### config.mk
export PLATFORM = sky130hd
export DESIGN_NAME = display_7seg_scan
export DESIGN_NICKNAME = d
export VERILOG_FILES = /design/src/rtl/display_7seg_scan.sv
export SDC_FILE = /design/constraint.sdc
export NUM_CORES = 1
export LEC_CHECK = 0
export ABC_AREA = 1
export ABC_CLOCK_PERIOD_IN_PS = 2000
export CAP_MARGIN = 20
export CORE_MARGIN = 2
export CORE_UTILIZATION = 54
export DETAILED_ROUTE_END_ITERATION = 8
export GPL_ROUTABILITY_DRIVEN = 0
export HOLD_SLACK_MARGIN = 0.02
export PLACE_DENSITY = 0.76
export SKIP_CTS_REPAIR_TIMING = 1
export SYNTH_ARGS = -nofsm -noshare
export SYNTH_HDL_FRONTEND = slang
export SYNTH_SLANG_ARGS = --single-unit
### constraint.sdc
create_clock -name clk -period 2 [get_ports clk]
set_input_delay 0.4 -clock clk [delete_from_list [all_inputs] [get_ports clk]]
set_output_delay 0.4 -clock clk [all_outputs]
set_load 0.01 [all_outputs]
### src/rtl/display_7seg_scan.sv
// Time-multiplexed common-anode 7-segment driver: latches a hex word and scans one digit per CLK_DIV cycles.
// Optional leading-zero blanking is enabled by defining DISPLAY_7SEG_SCAN_LZB_EN.
module display_7seg_scan #(
    parameter int DATA_WIDTH = 16,
    parameter int CLK_DIV    = 100000
) (
    input  logic                      clk,
    input  logic                      rst,
    input  logic [DATA_WIDTH-1:0]     data_in,
    input  logic                      load,
    input  logic                      en,
    output logic [6:0]                seg,
    output logic [DATA_WIDTH/4-1:0]   an,
    output logic                      frame_tick
);
    localparam int NUM_DIGITS = DATA_WIDTH / 4;
    localparam int PW = (CLK_DIV > 1) ? $clog2(CLK_DIV) : 1;
    localparam int IW = (NUM_DIGITS > 1) ? $clog2(NUM_DIGITS) : 1;
    localparam logic [PW-1:0]         PRESC_MAX = PW'(CLK_DIV - 1);
    localparam logic [IW-1:0]         IDX_MAX   = IW'(NUM_DIGITS - 1);
    localparam logic [NUM_DIGITS-1:0] AN_ONE    = NUM_DIGITS'(1);
    localparam logic [6:0]            SEG_BLANK = 7'b1111111;

    logic [DATA_WIDTH-1:0] shadow_q, shadow_d;
    logic [PW-1:0]         presc_q, presc_d;
    logic [IW-1:0]         idx_q, idx_d;
    logic [NUM_DIGITS-1:0] an_q, an_d;
    logic [6:0]            seg_q, seg_d;
    logic                  frame_tick_q, frame_tick_d;
    logic                  presc_wrap;
    logic [3:0]            nibble;
    logic [6:0]            seg_digit;

    function automatic logic [6:0] hex7(input logic [3:0] n);
        case (n)
            4'h0: hex7 = 7'b0000001;
            4'h1: hex7 = 7'b1001111;
            4'h2: hex7 = 7'b0010010;
            4'h3: hex7 = 7'b0000110;
            4'h4: hex7 = 7'b1001100;
            4'h5: hex7 = 7'b0100100;
            4'h6: hex7 = 7'b0100000;
            4'h7: hex7 = 7'b0001111;
            4'h8: hex7 = 7'b0000000;
            4'h9: hex7 = 7'b0000100;
            4'hA: hex7 = 7'b0001000;
            4'hB: hex7 = 7'b1100000;
            4'hC: hex7 = 7'b0110001;
            4'hD: hex7 = 7'b1000010;
            4'hE: hex7 = 7'b0110000;
            default: hex7 = 7'b0111000;
        endcase
    endfunction

`ifdef DISPLAY_7SEG_SCAN_LZB_EN
    logic [IW-1:0] top_nz;
    always_comb begin
        // Highest nonzero nibble; stays 0 for an all-zero word so digit 0 always shows.
        top_nz = '0;
        for (int k = 0; k < NUM_DIGITS; k++) begin
            if (shadow_q[k*4 +: 4] != 4'h0) top_nz = IW'(k);
        end
    end
`endif

    always_comb begin
        nibble = 4'h0;
        for (int k = 0; k < NUM_DIGITS; k++) begin
            if (idx_q == IW'(k)) nibble = shadow_q[k*4 +: 4];
        end
`ifdef DISPLAY_7SEG_SCAN_LZB_EN
        seg_digit = (idx_q > top_nz) ? SEG_BLANK : hex7(nibble);
`else
        seg_digit = hex7(nibble);
`endif
    end

    always_comb begin
        shadow_d     = load ? data_in : shadow_q;
        presc_wrap   = (presc_q == PRESC_MAX);
        presc_d      = presc_q;
        idx_d        = idx_q;
        an_d         = '1;
        seg_d        = SEG_BLANK;
        frame_tick_d = 1'b0;
        if (en) begin
            if (presc_wrap) begin
                presc_d = '0;
                idx_d   = (idx_q == IDX_MAX) ? '0 : idx_q + 1'b1;
            end else begin
                presc_d = presc_q + 1'b1;
            end
            an_d         = ~(AN_ONE << idx_q);
            seg_d        = seg_digit;
            frame_tick_d = presc_wrap && (idx_q == IDX_MAX);
        end
    end

    always_ff @(posedge clk) begin
        if (rst) begin
            shadow_q     <= '0;
            presc_q      <= '0;
            idx_q        <= '0;
            an_q         <= '1;
            seg_q        <= SEG_BLANK;
            frame_tick_q <= 1'b0;
        end else begin
            shadow_q     <= shadow_d;
            presc_q      <= presc_d;
            idx_q        <= idx_d;
            an_q         <= an_d;
            seg_q        <= seg_d;
            frame_tick_q <= frame_tick_d;
        end
    end

    assign seg        = seg_q;
    assign an         = an_q;
    assign frame_tick = frame_tick_q;
endmodule

==> impl_results.md, run 1 <==
* GRT overflow at 0
* Syn avg cell area at about 7.1 µm²
* Cell count after placement at 414
* Top cells by area, synth: dfxtp_1 40%, nand2_1 11%, nor2_1 11%
* WP data arrival at 2.09 ns
* Synthesis-to-finish area growth at 23.6%
* Crit end category: flop
* Drt via density at about 5
* Post-synthesis sequential area ratio at 0.405
* Clock Pin Slew Worst Setup and Hold Paths at 0.08 ns
* Minimum clock period at 1.89 ns
* Worst path top cell family by delay: simple AND/OR/NAND/NOR gates
* Switching share of total power at 0.253
* Die X at 69.6 µm
* Largest net degree at the start of global routing at 18
* M3 GR Usage at 0.0596
* Hold Crit Class: flop to flop
* Asr flop ratio synth at 0
* Starting Density at 0.573
* GRT Util Overall at 0.216
* 1st-pass router iterations at 4
* Peak VDD IR at around 0.0004 V
* DRC violations left at 0
* Max stage delay on crit path at 0.38 ns
* ANT nets after route at 0
* Synth Register Bits at 47
* Most used cell, CP: nand2_1
* WL per Instance at 11.8 µm
* Max cap viols at 0
* Grt peak-use layer: met2
* # setup viols final at 0
* Top_reg_cell synth: dfxtp_1
* Hold Fails Final Rpt at 0
* Die area at roughly 4800 µm²
* First-pass GRT wire length at approximately 8.4 mm
* Slew Limit Headroom at 0.694
* Buf+Inv Stages, Crit Path at 2
* Syn Std Cell Area at 2320 µm²
* Top-count cell post-synth: nand2_1
* Leakage power at around 1.3 nW
* Nets at roughly 400
* Share of layout cells above drive strength 1 at 0.107
* Worst-path cell chain: inv_2 > ha_2 > nand2_1 > nand2_1 > o211ai_1 > nand2_1 > nand2_2 > inv_1 > ha_1 > nand3_1 > nand3_1 > nand2_1 > nand2_1
* Met2 global-route usage at 0.309
* Row count at 23
* Clk_lat worst skew at approximately 0.30 ns
* Pwr Density at 618 nW/µm²
* Place WS at -0.0160 ns
* DRT Wirelength at 5.01 mm
* Mapped Nets at between 300 and 400
* Least-Margin Pin Slew at 0.458 ns
* Slowest-stage cell, CP: dfxtp_2
* Routed vias at 2173
* Pins Over Slew Limit at 0
* CTS buffer count at 5
* Dpl hpwl at 3.69 mm
* Kind of critical path: flop to flop
* Clock Path Buffers at 2
* Pint at 0.00133 W
* Total power at 0.00177 W
* Reg power frac at 0.560
* Mapped Cells at 329
* Initial antenna violation count at 0
* CP required at 2.20 ns
* Final core utilization at 0.708
* Grt met1 use at 0.305
* Layout Skew at 0.00533 ns
* Die H at around 70 µm
* Core area at 4060 µm²
* Post-synth EDFFs at 0
* CTS tree: done
* Final Non-Filler Cells at 423
* Combinational share of power at 0.126
* Clk sinks at 47
* Synth area leader: dfxtp_1
* Top-area cell type share of the netlist area at 0.405
* Ports at 32
* Clock Power Share at 0.314
* Setup TNS Final at 0 ns
* Switching pwr at 0.000449 W
* Max FO, Critical Path at 5
* Vias in the first global route at approximately 1900
* Yosys warns at 0
* Status: complete, no violations
* CP Launch Type: flop
* Diodes inserted at 0
* Count of different cell masters after synthesis at 29
* IO Port Bufs at 31
* Fmax at 530 MHz
* Clock Tree Root: clkbuf_8
* Fin crit share at 0.943
* Initial DRC count at around 150
* Clock H-tree levels at 2
* Post-synth top cells: 70 x nand2_1, 66 x nor2_1, 47 x dfxtp_1, 34 x inv_1, 20 x nand3_1
* Worst setup margin at 0.115 ns
==> flip-flops by register name, indices dropped and copies added (netlist names) <==
signal,count
shadow_q,16
presc_q,17
seg,7
frame_tick,1
an,4
idx_q,2
==> through the flow <==
| stage | area [µm²] | hold WS, ns |
|---|---|---|
| final | 2870 | 0.516 |
| after global placement | 2740 | 0.479 |
| after detailed placement | 2740 | 0.490 |
| after CTS | 2830 | 0.514 |
| after global routing | 2870 | 0.555 |
| after floorplan | 2320 | 0.463 |
==> worst reg2reg max path, stage by stage (launching register included) <==
cell and delay, ns:
dfxtp_2 0.38, inv_2 0.08, ha_2 0.22, nand2_1 0.09, nand2_1 0.05, o211ai_1 0.09
nand2_1 0.12, nand2_2 0.12, inv_1 0.07, ha_1 0.27, nand3_1 0.08, nand3_1 0.08
nand2_1 0.08, nand2_1 0.05
==> layout by cell type, fill, tap and decap left out, drive strengths merged <==
cell / synthesis / routed
a21oi: 16 / 16
a211oi: 2 / 2
clkinv: 1 / 2
nor3b: 2 / 2
xnor2: 1 / 1
ha: 11 / 11
nand3: 21 / 21
o21ai: 21 / 21
clkbuf: 3 / 7
buf: 2 / 10
nor3: 5 / 5
o21bai: 1 / 1
nand2: 74 / 74
nand4: 4 / 4
clkdlybuf4s50: 0 / 31
o211ai: 6 / 6
nor2: 70 / 70
dfxtp: 47 / 47
inv: 36 / 36
xor2: 4 / 4
a31oi: 2 / 2
==> kinds of logic (layout without fill, tap and decap cells) <==
| kind of cell | count (synthesis) | count (layout) | synth area share |
|---|---|---|---|
| XOR/XNOR | 5 | 5 | 0.0188 |
| AND/OR/NAND/NOR | 176 | 176 | 0.333 |
| AO/OA/AOI/OAI | 48 | 48 | 0.116 |
| buffers and inverters | 42 | 86 | 0.0684 |
| adder cells (fa/ha/maj) | 11 | 11 | 0.0592 |
| flip-flops | 47 | 47 | 0.405 |
==> worst paths after layout <==
path / slack (ns) / endpoint / from / cells after the start
max: 0.11 / seg[3] / idx_q[0] / 13
min: 0.52 / shadow_q[13] / shadow_q[13] / 2
max reg2reg: 0.11 / seg[3] / idx_q[0] / 13
min reg2reg: 0.52 / shadow_q[13] / shadow_q[13] / 2
==> layout make-up <==
cell class,count,area (µm²)
multi-input combinational,240,1260
fill,350,1190
sequential,47,946
timing repair buffer,41,385
inverter,37,139
clock buffer,7,76.3
tap,50,62.6
clock inverter,1,5.00
==> layer usage <==
| layer | part of all wire | wire [µm] | up-vias |
|---|---|---|---|
| met5 | 0 | 0 | - |
| li1 | - | - | 1143 |
| met4 | 0.016 | 80 | 0 |
| met3 | 0.046 | 231 | 6 |
| met1 | 0.50 | 2500 | 974 |
| met2 | 0.44 | 2210 | 50 |
==> power groups by stage <==
| stage | logic [W] | clock network [W] | registers [W] |
|---|---|---|---|
| 2_1_floorplan | 0.000114 | 0 | 0.00101 |
| 3_3_place_gp | 0.000213 | 0 | 0.00101 |
| 3_5_place_dp | 0.000217 | 0 | 0.00102 |
| 4_1_cts | 0.000218 | 0.000580 | 0.000994 |
| 5_1_grt | 0.000253 | 0.000618 | 0.000998 |
| 6_report | 0.000223 | 0.000558 | 0.000993 |
No activity file was read; power rests on OpenSTA's default activity.
==> inputs of run 2 (changes only) <==
- CORE_ASPECT_RATIO: default -> 2
- CORE_UTILIZATION: 54 -> 56
- CTS_BUF_LIST: default -> sky130_fd_sc_hd__clkbuf_4 sky130_fd_sc_hd__clkbuf_8
- PLACE_DENSITY: 0.76 -> 0.78
==> run 2 against run 1 <==
  * Largest power group unchanged
  * Critical path depth is 1 lower
  * Largest cell class unchanged
  * Clock skew is 0.0028 ns higher
  * Total power increased by 0.96%
  * Via count is 2.9% higher
  * Count of clock-buffer cells in the layout did not move
  * Critical path type unchanged
  * Maximum frequency grew 1.4%
==> impl_results.md, run 2 (synthesis gave the netlist of run 1 again) <==
* IO Port Bufs at 31 (unchanged)
* Leakage power at 1.31 nW (+2.3%)
* Max FFs per register at 17 (unchanged)
* Worst Min Path Start: shadow_q[3]
* Largest net degree at the start of global routing at 18 (unchanged)
* Max FO, Critical Path at 5 (unchanged)
* WL per Instance at 13.0 µm (+9.8%)
* First-pass GRT wire length at 9.38 mm (+12%)
* Pwr Density at 611 nW/µm² (-1.2%)
* Core area at 4050 µm² (-0.28%)
* Clk sinks at 47 (unchanged)
* Row count at 33 (+43%)
* Slowest-stage cell, CP: dfxtp_4
* Max stage delay on crit path at 0.38 ns (about the same)
* Die H at 95.1 µm (+37%)
* Worst hold margin at 0.513 ns (-0.00339 ns)
* Hold EP: shadow_q[3]
* Largest Register: presc_q
* Worst Hold Depth at 2 (unchanged)
* Crit end category: flop
* Clk_lat worst skew at 0.30 ns (about the same)
* Clock Path Buffers at 2 (unchanged)
* Commonest non-fill, non-tap cell in the layout: nand2_1
* Least-Margin Pin Slew at 0.522 ns (+0.0635 ns)
* Layout Skew at 0.00811 ns (+0.00279 ns)
* DRC violations left at 0 (unchanged)
* CTS tree: done
* Dpl hpwl at 4.31 mm (+17%)
* RSZ-0062 raised after global routing: no
* Clock Pin Slew Worst Setup and Hold Paths at 0.08 ns (about the same)
* Vias in the first global route at 2216 (+17%)
* Die area at 4710 µm² (-2.7%)
* Initial antenna violation count at 0 (unchanged)
* GRT Util Overall at 0.257 (+0.0401)
* Diodes inserted at 0 (unchanged)
* Peak VDD IR at 0.000549 V (+37%)
* Pins Over Slew Limit at 0 (unchanged)
* CP required at 2.19 ns (about the same)
* Worst-path cell chain: inv_2 > ha_2 > buf_4 > a21oi_1 > nand2_1 > nand2_2 > inv_1 > ha_1 > nand3_1 > nand3_1 > nand2_1 > nand2_1
* Ports at 32 (unchanged)
* Kind of critical path: flop to flop
* ANT nets after route at 0 (unchanged)
* Fmax at 538 MHz (+1.4%)
* Most used cell, CP: nand2_1
* # setup viols final at 0 (unchanged)
* CTS buffer count at 5 (unchanged)
* Worst r2r src: idx_q[0]
* Starting Density at 0.574 (+0.00159)
* Drt via density at 5.19 (+0.99%)
* Final core utilization at 0.725 (+0.0171)
* Clock Tree Root: clkbuf_8
* Hold Crit Class: flop to flop
* Share of layout cells above drive strength 1 at 0.137 (+0.0300)
* Initial DRC count at 38 (-74%)
* Design area at 2930 µm² (+2.1%)
* Max cap viols at 0 (unchanged)
* Setup TNS Final at 0 ns (unchanged)
* Area after DPL at 2790 µm² (+1.7%)
* Synthesis-to-finish area growth at 26.2%
* GRT overflow at 0 (unchanged)
* Hold Fails Final Rpt at 0 (unchanged)
* FF-to-FF End: seg[3]
* Nets at 409 (+1.5%)
* Routed vias at 2236 (+2.9%)
* Die X at 49.5 µm (-29%)
* R2R depth at 12 (-1)
* 1st-pass router iterations at 4 (unchanged)
* Status: complete, no violations
* Internal reg-to-reg setup slack at 0.14 ns (+0.03 ns)
* Slew Limit Headroom at 0.650 (-0.0443)
* Minimum clock period at 1.86 ns (-0.0260 ns)
* CP Launch Type: flop
* Most frequent cells in the layout: 68 x nand2_1, 66 x nor2_1, 45 x dfxtp_1
* WP data arrival at 2.05 ns (-0.04 ns)
* DRT Wirelength at 5.61 mm (+12%)
* Clock H-tree levels at 2 (unchanged)
* Fin crit share at 0.930 (-0.0130)
-- run 2: area by class of cell --
class / count / area [µm²]
clock buffer: 7 / 83.8
clock inverter: 1 / 5.00
fill: 358 / 1110
inverter: 37 / 139
multi-input combinational: 240 / 1260
sequential: 47 / 948
tap: 52 / 65.1
timing repair buffer: 47 / 430
-- run 2: report_power, final --
part | internal [W] | switching, W
Sequential | 0.000970 | 0.0000213
Combinational | 0.000107 | 0.000119
Clock | 0.000273 | 0.000301
-- run 2: per-stage QoR --
stage / std cells / setup WS (ns) / power [W]
floorplan: 329 / 0.190 / 0.00113
global placement: 422 / -0.000251 / 0.00123
detailed placement: 422 / -0.0328 / 0.00123
CTS: 430 / -0.0450 / 0.00179
global route: 431 / 0.0106 / 0.00185
finish: 431 / 0.141 / 0.00179
-- run 2: worst max-delay path by stage --
stage | slack (ns) | depth (start not counted) | startpoint | endpoint
floorplan | 0.19 | 11 | idx_q[0] | seg[3]
global placement | -0.0003 | 12 | idx_q[0] | seg[3]
detailed placement | -0.03 | 12 | idx_q[0] | seg[3]
CTS | -0.05 | 12 | idx_q[0] | seg[3]
global route | 0.01 | 12 | idx_q[0] | seg[3]
finish | 0.14 | 12 | idx_q[0] | seg[3]
-- run 2: critical path, delay by kind of cell, from the launching register on --
kind            cells  cell delay [ns]
buf+inv             3             0.28
compound gates      1             0.13
fa+ha+maj           2             0.46
flops               1             0.38
simple gates        6             0.50
-- run 2: metal layers --
metal  wire [µm]  global-route usage  part of all wire
met1        1970               0.226              0.35
met2        3330               0.537              0.59
met3         169              0.0408             0.030
met4         140               0.113             0.025
met5           0                   0                 0
==> inputs of run 3 (changes only) <==
- TNS_END_PERCENT: default -> 1
==> results of run 3 <==
No change in the layout: final DEF, timing and power equal those of run 2.
